## src/rtl/mem_word_port.sv

```systemverilog
// mem_word_port
//
// Turns one 16-bit word request into two back-to-back byte accesses on an
// 8-bit synchronous data memory. A word read assembles two bytes into RData,
// a word write splits WData into two bytes. Handshake is Start/Busy/Done.
//
// Parameters:
//   BIG_ENDIAN  0: low byte at Address, high byte at Address+1
//               1: high byte at Address, low byte at Address+1
//
// Ports:
//   Clock     in   1   rising-edge clock
//   Reset     in   1   asynchronous, active-low reset
//   Start     in   1   request strobe, only sampled while idle
//   Write     in   1   1 = word write, 0 = word read (sampled with Start)
//   Address   in  16   word base address (sampled with Start)
//   WData     in  16   write data (sampled with Start)
//   RData     out 16   registered read result, held until the next read ends
//   Busy      out  1   high while a transaction is in progress
//   Done      out  1   registered one-cycle completion pulse
//   MemCS     out  1   memory chip select
//   MemWE     out  1   memory write enable (only with MemCS)
//   MemAddr   out 16   byte address
//   MemWData  out  8   byte write data
//   MemRData  in   8   byte read data, valid the cycle after a read select

module mem_word_port #(
    parameter bit BIG_ENDIAN = 1'b0
) (
    input  logic        Clock,
    input  logic        Reset,
    input  logic        Start,
    input  logic        Write,
    input  logic [15:0] Address,
    input  logic [15:0] WData,
    output logic [15:0] RData,
    output logic        Busy,
    output logic        Done,
    output logic        MemCS,
    output logic        MemWE,
    output logic [15:0] MemAddr,
    output logic [7:0]  MemWData,
    input  logic [7:0]  MemRData
);

    typedef enum logic [1:0] {
        IDLE,
        B0,
        B1,
        CAP
    } state_t;

    state_t      state;
    state_t      nextState;

    logic [15:0] addrLatch;
    logic        writeLatch;
    logic [15:0] dataLatch;
    logic [7:0]  firstByte;

    logic [7:0]  firstWriteByte;
    logic [7:0]  secondWriteByte;

    // The byte that goes to the base address depends on the byte order.
    assign firstWriteByte  = BIG_ENDIAN ? dataLatch[15:8] : dataLatch[7:0];
    assign secondWriteByte = BIG_ENDIAN ? dataLatch[7:0]  : dataLatch[15:8];

    assign Busy = (state != IDLE);

    // State register, request latches, read assembly and the Done pulse.
    // The memory answers one cycle after it is selected, so the byte from
    // the base address arrives during B1 and the byte from Address+1
    // arrives during CAP; the word is assembled straight from MemRData at
    // the end of CAP so RData and Done appear together in the next cycle.
    always_ff @(posedge Clock or negedge Reset) begin
        if (!Reset) begin
            state      <= IDLE;
            addrLatch  <= 16'h0000;
            writeLatch <= 1'b0;
            dataLatch  <= 16'h0000;
            firstByte  <= 8'h00;
            RData      <= 16'h0000;
            Done       <= 1'b0;
        end else begin
            state <= nextState;
            if (state == IDLE && Start) begin
                addrLatch  <= Address;
                writeLatch <= Write;
                dataLatch  <= WData;
            end
            if (state == B1 && !writeLatch) begin
                firstByte <= MemRData;
            end
            if (state == CAP) begin
                RData <= BIG_ENDIAN ? {firstByte, MemRData} : {MemRData, firstByte};
            end
            Done <= (state == B1 && writeLatch) || (state == CAP);
        end
    end

    // Next-state logic and memory bus drive. The bus is forced to zero
    // whenever the chip select is low so idle cycles are easy to recognise.
    // The +1 on the address wraps naturally within 16 bits.
    always_comb begin
        nextState = state;
        MemCS     = 1'b0;
        MemWE     = 1'b0;
        MemAddr   = 16'h0000;
        MemWData  = 8'h00;
        case (state)
            IDLE: begin
                if (Start) begin
                    nextState = B0;
                end
            end
            B0: begin
                MemCS     = 1'b1;
                MemWE     = writeLatch;
                MemAddr   = addrLatch;
                MemWData  = firstWriteByte;
                nextState = B1;
            end
            B1: begin
                MemCS     = 1'b1;
                MemWE     = writeLatch;
                MemAddr   = addrLatch + 16'd1;
                MemWData  = secondWriteByte;
                nextState = writeLatch ? IDLE : CAP;
            end
            CAP: begin
                nextState = IDLE;
            end
            default: begin
                nextState = IDLE;
            end
        endcase
    end

endmodule

```

## config.mk

```make
export PLATFORM = sky130hd
export DESIGN_NAME = mem_word_port
export DESIGN_NICKNAME = d
export VERILOG_FILES = /design/src/rtl/mem_word_port.sv
export SDC_FILE = /design/constraint.sdc
export NUM_CORES = 1
export LEC_CHECK = 0
export CAP_MARGIN = 0
export CORE_ASPECT_RATIO = 1.2
export CORE_MARGIN = 5
export CORE_UTILIZATION = 51
export CTS_CLUSTER_DIAMETER = 30
export DETAILED_ROUTE_END_ITERATION = 8
export GPL_ROUTABILITY_DRIVEN = 0
export HOLD_SLACK_MARGIN = 0.1
export PLACE_DENSITY = 0.85
export REMOVE_ABC_BUFFERS = 1
export SYNTH_ARGS = -nofsm -noshare
export SYNTH_HDL_FRONTEND = slang
export SYNTH_SLANG_ARGS = --single-unit
```

## constraint.sdc

```tcl
create_clock -name Clock -period 3.9 [get_ports Clock]
set_input_delay 0.585 -clock Clock [delete_from_list [all_inputs] [get_ports Clock]]
set_output_delay 0.585 -clock Clock [all_outputs]
set_load 0.01 [all_outputs]
```

==> metrics.txt <==
Hold Crit Class input port to async pin; met2 wire length 3330 um; DR iter-0 viols 74; placed cell count around 380; Layout area overhead 35.7%; Comb pwr share 52.3%; Yosys top cell area share 51.3%; DR vias/cell 5.58; sequential area share after synthesis 51.3%; clock sink total 60; setup_tns 0 ps; Synth cell types 36; status complete, no violations; die width 79.2 um; Hold WS 218 ps; FMAX 317 MHz; synthesis-stage register bit count 60; Clk pwr share 12.8%; GRT Resource Usage Total 19.0%; Crit Path Class register to output pin; Yosys warnings 0; Worst-Margin Slew 899 ps; Final HPWL DP just under 5000 um; max cap viols 0; CP max FO 9; Post-Syn Instances around 240; number of port buffers just under 90; WL met1 2660 um; TritonCTS clock tree yes; Routed Antenna Nets 0; most common cell in the synthesized netlist dfrtp_1; internal power 2210 uW; NetSw 1210 uW; Pins Over Slew Limit 0; Routed met3 length around 640 um; Die ar. 7360 um2; CP required about 3300 ps; Post-CTS Setup Bufs 0; RR Startpoint state[0]$_DFFE_PN0P_; global-route wire length before repair between 10000 and 15000 um; dpl ws roughly 1100 ps; # rows 30; Post-synth EDFFs 0; Worst-path clk slew 60 ps; GRT overflow 0; average size of a mapped cell 12.2 um2; DR top layer met4; clock skew roughly 5.0 ps; unrepaired setup endpoints after global routing false; synth cell count leaders 60 x dfrtp_1, 57 x mux2_2, 14 x nor2b_1; synth top area cells dfrtp_1 51%, mux2_2 22%, a22oi_1 3.1%, nor2b_1 3.0%, ha_1 2.6%; Core Region between 5000 and 6000 um2; ys flop type dfrtp_1; fin crit share 80.9%; number of remaining DRC errors 0; Net count, final around 370; Sw Share 35.4%; Mapped Area ~3000 um2; Worst IR Drop VDD 0.452 mV; Starting Density 52.0%; largest area contributor in the netlist dfrtp_1; I/O pin count 88; clk root buf clkbuf_8; largest net degree at the start of global routing 40; Power per Cell Area approximately 860 nW/um2; number of global-route vias before repair 2323; CTS resizes 0; fin crit period roughly 3200 ps; clk buf depth 2; Die H 93.0 um; hold_buf cts 0; first-pass detailed-route iteration total 4; # setup viols final 0; CP endpoint kind output pin; Rel. slew slack 39.9%; H-tree levels 3; clock latency at the later pin of the worst-skew pair 320 ps; initial antenna violation count 0; total CTS buffers 9; Post-Layout Cell Count approximately 390; Filler cells 425; Leak around 0.0016 uW; final hold vios 0; Pwr Total between 3000 and 4000 uW; final wirelength 6680 um; CP startpoint state[0]$_DFFE_PN0P_; Post-synth ARST share 100%; Worst EP arrival ~2600 ps; final worst slack around 740 ps; startpoint types register; diodes inserted 0; part of the power in registers 34.9%; wire per inst 17.0 um; vias 2188; layout cells sized above 1 23.8%
layout by cell type, fill, tap and decap left out:
master	instances
nand2b_1	1
a22oi_1	12
and3_1	2
nand4_1	2
nand3_1	6
ha_1	6
and4_4	1
clkbuf_1	3
and4_1	1
or4_1	1
nor4_1	1
a31oi_1	9
mux2i_1	1
mux2_2	57
clkbuf_8	9
o21ai_0	8
inv_1	4
nand3b_1	1
a22o_1	1
o211ai_1	2
a41oi_1	2
xor2_1	3
nor2_1	2
and2_1	3
nand2_1	9
a21oi_1	5
nand3_4	1
a21o_1	4
and4_2	1
xnor2_1	1
dfrtp_1	60
clkdlybuf4s50_1	86
buf_2	1
and3_2	1
nor2b_1	14
clkinv_2	3
buf_4	4
worst paths after layout:
kind	slack, ps	endpoint	depth (start not counted)
worst max-delay path	740	MemAddr[15]	6
worst min-delay path	220	addrLatch[4]$_DFFE_PN0P_	1
worst max register to register	1640	firstByte[7]$_DFFE_PN0P_	5
worst min register to register	500	RData[7]$_DFFE_PN0P_	1
max in group asynchronous	2800	firstByte[3]$_DFFE_PN0P_	2
min in group Clock	500	RData[7]$_DFFE_PN0P_	1
flip-flops by register name (all words and copies together), names as in the netlist:
name,cells
Done,1
RData,16
addrLatch,16
dataLatch,16
firstByte,8
state,2
writeLatch,1
per-stage QoR:
stage          cell area (um2)  util [%]
2_1_floorplan             2850         -
3_3_place_gp              3820      67.9
3_5_place_dp              3820      67.9
4_1_cts                   3970      70.6
5_1_grt                   3970      70.6
6_report                  3970      70.6
power groups by stage:
stage          Combinational, uW  Clock (uW)  Sequential, uW
5_1_grt                     1960         480            1250
2_1_floorplan                982           0            1190
3_5_place_dp                1810           0            1200
3_3_place_gp                1760           0            1180
4_1_cts                     1820         453            1200
6_report                    1790         438            1190
layer usage:
| layer | vias to the layer above | GRT usage, % |
|---|---|---|
| li1 | 1035 | - |
| met1 | 1056 | 23.0 |
| met2 | 92 | 32.4 |
| met3 | 5 | 6.17 |
| met4 | 0 | 5.59 |
| met5 | - | 0 |
cell families (layout without fill, tap and decap cells):
family                     Yosys count  after routing  share of synthesized area (%)
buffers and inverters               21            110                           3.25
AOI/OAI and AO/OA                   43             43                           9.66
xor gates and xnor gates             4              4                           1.20
DFF                                 60             60                           51.3
muxes                               58             58                           22.3
and+or+nand+nor                     47             47                           9.75
adders and majority gates            6              6                           2.57
area by class of cell:
class / instances / area (um2) / share of cell area [%]
clock inverters: 3 / 15.0 / 0.378
flip-flops and latches: 60 / 1500 / 37.8
well taps: 64 / 80.1 / 2.02
repair buffers: 91 / 896 / 22.6
clock buffers: 12 / 135 / 3.40
inverters: 4 / 15.0 / 0.378
multi-input cells: 158 / 1330 / 33.5
critical path, cell delays in order (launching register included):
cell,delay (ps)
dfrtp_1,400
inv_1,110
ha_1,370
nand2_1,210
or4_1,550
nand3_1,100
clkdlybuf4s50_1,530
Note: power is estimated with default switching activity, not from simulation.
